===== config.mk =====
export PLATFORM = sky130hd
export DESIGN_NAME = ahb_regbank_irq
export DESIGN_NICKNAME = d
export VERILOG_FILES = /design/src/rtl/ahb_regbank_irq.sv
export SDC_FILE = /design/constraint.sdc
export NUM_CORES = 1
export LEC_CHECK = 0
export ABC_AREA = 1
export BUFFER_PORTS_ARGS = -buffer_cell sky130_fd_sc_hd__buf_2
export CORE_UTILIZATION = 40
export CTS_CLUSTER_SIZE = 16
export DETAILED_ROUTE_END_ITERATION = 7
export GPL_TIMING_DRIVEN = 1
export PLACE_DENSITY = 0.7
export SLEW_MARGIN = 25
export SYNTH_ARGS = -nofsm -noshare
export SYNTH_HDL_FRONTEND = slang
export SYNTH_SLANG_ARGS = --single-unit

===== constraint.sdc =====
create_clock -name hclk -period 5.71 [get_ports hclk]
set_input_delay 1.142 -clock hclk [delete_from_list [all_inputs] [get_ports hclk]]
set_output_delay 1.142 -clock hclk [all_outputs]
set_load 0.01 [all_outputs]

===== src/rtl/ahb_regbank_irq.sv =====
// ahb_regbank_irq: AHB-Lite slave with general RW registers,
// configurable wait states and an edge-triggered interrupt block.
module ahb_regbank_irq #(
  parameter int NUM_REGS    = 16,
  parameter int NUM_IRQ     = 4,
  parameter int WAIT_STATES = 0,
  parameter int ADDR_W      = 12
) (
  input  logic                     hclk,
  input  logic                     reset,
  input  logic                     hsels,
  input  logic [31:0]              haddrs,
  input  logic [1:0]               htranss,
  input  logic [2:0]               hsizes,
  input  logic                     hwrites,
  input  logic                     hreadys,
  input  logic [31:0]              hwdatas,
  output logic                     hreadyouts,
  output logic                     hresps,
  output logic [31:0]              hrdatas,
  input  logic [NUM_IRQ-1:0]       irq_src,
  output logic [NUM_REGS*32-1:0]   reg_out,
  output logic [NUM_IRQ-1:0]       intr
);

  localparam int IW = ADDR_W - 2;
  localparam logic [IW-1:0] IDX_STAT = IW'(NUM_REGS);
  localparam logic [IW-1:0] IDX_MASK = IW'(NUM_REGS + 1);
  localparam logic [IW-1:0] IDX_SET  = IW'(NUM_REGS + 2);

  typedef enum logic [1:0] {
    S_IDLE,
    S_DATA,
    S_ERR1,
    S_ERR2
  } state_t;

  state_t        state;
  logic [3:0]    cnt;
  logic [IW-1:0] dp_idx;
  logic          dp_wr;
  logic [3:0]    dp_lanes;

  logic [31:0]        regs [NUM_REGS];
  logic [NUM_IRQ-1:0] status, mask, src_q;

  logic          accept, a_err;
  logic [IW-1:0] a_idx;
  logic [3:0]    a_lanes;
  logic          commit, wr_en;
  logic [31:0]   wmask, rd_word;
  logic [NUM_IRQ-1:0] irq_wd, w1c, set_wr, rise;
  logic          unused_ok;

  assign unused_ok = ^{haddrs[31:ADDR_W], htranss[0]};

  assign accept = hsels & hreadys & htranss[1];
  assign a_idx  = haddrs[ADDR_W-1:2];

  // Address-phase decode: byte lanes and error classification
  always_comb begin
    a_lanes = 4'b0000;
    case (hsizes)
      3'd0:    a_lanes = 4'b0001 << haddrs[1:0];
      3'd1:    a_lanes = haddrs[1] ? 4'b1100 : 4'b0011;
      3'd2:    a_lanes = 4'b1111;
      default: a_lanes = 4'b0000;
    endcase
    a_err = (a_idx > IDX_SET)
          | (hsizes > 3'd2)
          | ((hsizes == 3'd1) & haddrs[0])
          | ((hsizes == 3'd2) & (|haddrs[1:0]));
  end

  assign commit = (state == S_DATA) & hreadyouts;
  assign wr_en  = commit & dp_wr;
  assign wmask  = {{8{dp_lanes[3]}}, {8{dp_lanes[2]}},
                   {8{dp_lanes[1]}}, {8{dp_lanes[0]}}};
  assign irq_wd = hwdatas[NUM_IRQ-1:0] & wmask[NUM_IRQ-1:0];
  assign w1c    = (wr_en && dp_idx == IDX_STAT) ? irq_wd : '0;
  assign set_wr = (wr_en && dp_idx == IDX_SET) ? irq_wd : '0;
  assign rise   = irq_src & ~src_q;

  // Bus sequencing: acceptance, wait countdown, two-cycle error
  always_ff @(posedge hclk) begin
    if (reset) begin
      state      <= S_IDLE;
      cnt        <= '0;
      hreadyouts <= 1'b1;
      hresps     <= 1'b0;
      dp_idx     <= '0;
      dp_wr      <= 1'b0;
      dp_lanes   <= '0;
    end else if (!hreadyouts) begin
      if (state == S_ERR1) begin
        state      <= S_ERR2;
        hreadyouts <= 1'b1;
      end else begin
        cnt        <= cnt - 4'd1;
        hreadyouts <= (cnt == 4'd1);
      end
    end else if (accept) begin
      dp_idx   <= a_idx;
      dp_wr    <= hwrites;
      dp_lanes <= a_lanes;
      if (a_err) begin
        state      <= S_ERR1;
        hreadyouts <= 1'b0;
        hresps     <= 1'b1;
      end else begin
        state      <= S_DATA;
        cnt        <= 4'(WAIT_STATES);
        hreadyouts <= (WAIT_STATES == 0);
        hresps     <= 1'b0;
      end
    end else begin
      state  <= S_IDLE;
      hresps <= 1'b0;
    end
  end

  // General registers: byte-lane merge on the final data-phase cycle
  always_ff @(posedge hclk) begin
    if (reset) begin
      for (int i = 0; i < NUM_REGS; i++) regs[i] <= '0;
    end else if (wr_en) begin
      for (int i = 0; i < NUM_REGS; i++)
        if (dp_idx == IW'(i))
          regs[i] <= (regs[i] & ~wmask) | (hwdatas & wmask);
    end
  end

  // Interrupt block: edge detect, W1C/set status, mask, output
  always_ff @(posedge hclk) begin
    if (reset) begin
      src_q  <= '0;
      status <= '0;
      mask   <= '0;
      intr   <= '0;
    end else begin
      src_q  <= irq_src;
      status <= (status & ~w1c) | rise | set_wr;
      if (wr_en && dp_idx == IDX_MASK)
        mask <= (mask & ~wmask[NUM_IRQ-1:0]) | irq_wd;
      intr   <= status & mask;
    end
  end

  // Read mux for the data-phase register
  always_comb begin
    rd_word = '0;
    for (int i = 0; i < NUM_REGS; i++)
      if (dp_idx == IW'(i)) rd_word = regs[i];
    unique case (1'b1)
      (dp_idx == IDX_STAT): rd_word = 32'(status);
      (dp_idx == IDX_MASK): rd_word = 32'(mask);
      default: ;
    endcase
  end

  assign hrdatas = (commit & ~dp_wr) ? rd_word : '0;

  for (genvar g = 0; g < NUM_REGS; g++) begin : g_out
    assign reg_out[32*g +: 32] = regs[g];
  end

endmodule


==> flow_summary.toml <==
[routing]
drtIter0Drc = 3184
vias = 25490
drtPass1Iterations = 7
vias_per_cell = 5.645
ant_nets = 0
drcViolationCount = 0
wire_per_inst_um = 24.48
wl_um = 110500

[power]
switchingPower_mw = 2.545
leakage_nw = 14.14
power_frac_seq = 0.492
clockPowerShare = 0.404
internal_power_mw = 7.128
total_power_mw = 9.673
power.share.switching = 0.2631
combPwrFrac = 0.104
vdd_ir_drop_max_mv = 0.2476
power_density_nw_per_um2 = 293.7

[synth]
ys_ff_latch = 551
yosys.area.top_type_share = 0.5702
synth_edf_count = 512
synth_nets = 3134
synth.distinct_cells = 35
synth_warnings = 0
synth_flop_cell = "edfxtp_1"
netlist.top_cell.by_area = "edfxtp_1"
async_reset_ff_frac = 0
netlist_area_um2 = 26960
avgSynthCellArea_um2 = 8.828
syn-instance-count = 3054
yosys-top-cells-area = "edfxtp_1, a21oi_1, nand2_1"
yosysSeqAreaShare = 0.5992

[worst_hold_path]
worstHoldPathType = "reg -> reg"
worstHoldPathCells = 2

[critical_path]
worstSetupStartpointType = "flop"
crit_type = "reg -> out"
end_kind = "output port"
cp_data_required_time_ns = 4.57
path_common_cell = "nand2_1"
r2r_cells = 7
critical_path_peak_fanout = 13
cp.arrival_ns = 3.96
crit_path_top_delay_cell = "inv_1"
path_cells = "nor2_1 -> nand2_2 -> inv_2 -> nand2_1 -> inv_1 -> nand2_1 -> nand4_1 -> nor2_1 -> nand4_1 -> nand2_1 -> nand4_1 -> nor2_1 -> nand3_1 -> nand2_1 -> inv_1 -> buf_2"
max_stage_delay_ns = 0.39

[floorplanning]
fp-row-count = 94
start_util = 0.4072
die_w_um = 261.6
die_area_um2 = 68450
io_pins = 628
die_height_um = 261.6
core_um2 = 66220

[placement]
portBuffers = 606
dp.final_hpwl_um = 78470
placedCellCount = 4399
gp_congestion = 0.9449

[finish]
fill_cells = 6320
area_delta_synth_final_pct = 22.17
layout-drive-gt1-share = 0.2218
stdcell_count = 4515
finalNetCount = 3678
final_cell_mix = "nand2_1, buf_2, a21oi_1"
final_common_cell = "nand2_1"

[clocking]
numCtsBuffers = 60
cts-root-buf = "clkbuf_16"
clock_latency_ns = 0.63
cts_setup_buffers = 0
hold_buffers = 0
cts_resized = 0
cts_sinks = 551
clk_pin_slew_ns = 0.06
htree_levels = 2
tritoncts = "yes"
clockBufferDepth = 3

[sta]
skew_ns = 0.02037
drv_slew = 0
hold_viol = 0
final.setup.tns_ns = 0
fmax_mhz = 196.2
tightest_slew_ns = 1.069
timing.final.crit_share = 0.8928
layout_min_cycle_time_ns = 5.098
slew_headroom = 0.2873
rsz0062_at_grt = "false"
setup_viol = 0

[global_route]
grt_max_degree = 91
grt_pass1_vias = 22490
grt_usage = 0.3095
antenna_found_initial = 2
grt_pass1_wl_um = 156100
grt.overflow.total = 0

[outcome]
outcome = "complete, no violations"

[job]
cap_violations = 0
==> kinds of logic (layout without fill, tap and decap cells) <==
logic type                 after synthesis  count (layout)  synth area share
DFF                                    551             551            0.5992
AOI/OAI and AO/OA                      647             647            0.1212
and+or+nand+nor                       1451            1451            0.2199
adders and majority gates                2               2         0.0009280
other                                    0               4                 0
buffers and inverters                  403             996           0.05880
==> cells in the mapped netlist (3+ instances only) <==
cell / number
nor2_2: 3
o21ai_0: 54
nor4_1: 5
edfxtp_1: 512
nor2_4: 7
dfxtp_1: 39
nor3_1: 11
o21bai_1: 4
inv_1: 183
nand4_1: 92
o21ai_1: 3
a21oi_1: 577
buf_1: 5
or2_2: 7
nand2_2: 7
clkbuf_1: 134
nand3_1: 69
nand2_1: 666
o22ai_1: 5
buf_6: 3
buf_4: 4
inv_2: 11
clkinv_1: 35
nor2_1: 577
buf_2: 28
==> layer usage <==
layer,global-route usage,routed length [um]
met4,0.09641,3700
met5,0,0
met2,0.4828,50720
met1,0.4331,44200
met3,0.06221,11910
==> flip-flops by register name, indices dropped and copies added (netlist names), named ones only <==
signal and flops:
hresps 1, cnt 4, dp_idx 10, state 2, dp_wr 1, hreadyouts 1
regs 512, dp_lanes 4, status 4, intr 4, src_q 4
==> critical path: cells and delay by family, from the launching register on <==
kind | cells | cell delay, ns
AND/OR/NAND/NOR | 12 | 2.23
flip-flops | 1 | 0.35
buffers and inverters | 4 | 0.72
==> worst paths after layout <==
path | start | end | slack, ns
worst max-delay path | dp_idx[6]$_SDFFE_PP0P_ | hrdatas[12] | 0.61
worst min-delay path | status[3]$_SDFF_PP0_ | intr[3]$_SDFF_PP0_ | 0.45
worst max register to register | dp_idx[6]$_SDFFE_PP0P_ | regs[0][283]$_SDFFCE_PN0P_ | 2.11
worst min register to register | status[3]$_SDFF_PP0_ | intr[3]$_SDFF_PP0_ | 0.45
==> power by group through the flow <==
stage | logic (mW) | registers [mW] | clock network [mW]
floorplan | 0.435 | 4.89 | 0
global placement | 0.974 | 4.83 | 0
detailed placement | 0.989 | 4.84 | 0
CTS | 0.991 | 4.75 | 3.94
global route | 1.08 | 4.77 | 4.08
finish | 1.00 | 4.76 | 3.91
==> layout make-up <==
type / count / area (um2) / area share
Clock inverter: 28 / 249.0 / 0.007559
Timing Repair Buffer: 656 / 3460 / 0.1050
Antenna cell: 4 / 10.01 / 0.0003039
Sequential cell: 551 / 16160 / 0.4904
Multi-Input combinational cell: 2100 / 9437 / 0.2865
Inverter: 229 / 867.1 / 0.02632
Clock buffer: 83 / 1682 / 0.05105
Tap cell: 864 / 1081 / 0.03282
==> metrics by stage <==
stage | instance area (um2) | utilization | hold WS (ns) | setup slack [ns]
2_1_floorplan | 26960 | - | 0.4204 | 1.606
3_3_place_gp | 30950 | 0.4674 | 0.4362 | 1.360
3_5_place_dp | 30980 | 0.4679 | 0.4338 | 1.329
4_1_cts | 32910 | 0.4970 | 0.4419 | 0.6517
5_1_grt | 32940 | 0.4974 | 0.4716 | 0.4451
6_report | 32940 | 0.4975 | 0.4486 | 0.6119
No activity file was read; power rests on OpenSTA's default activity.
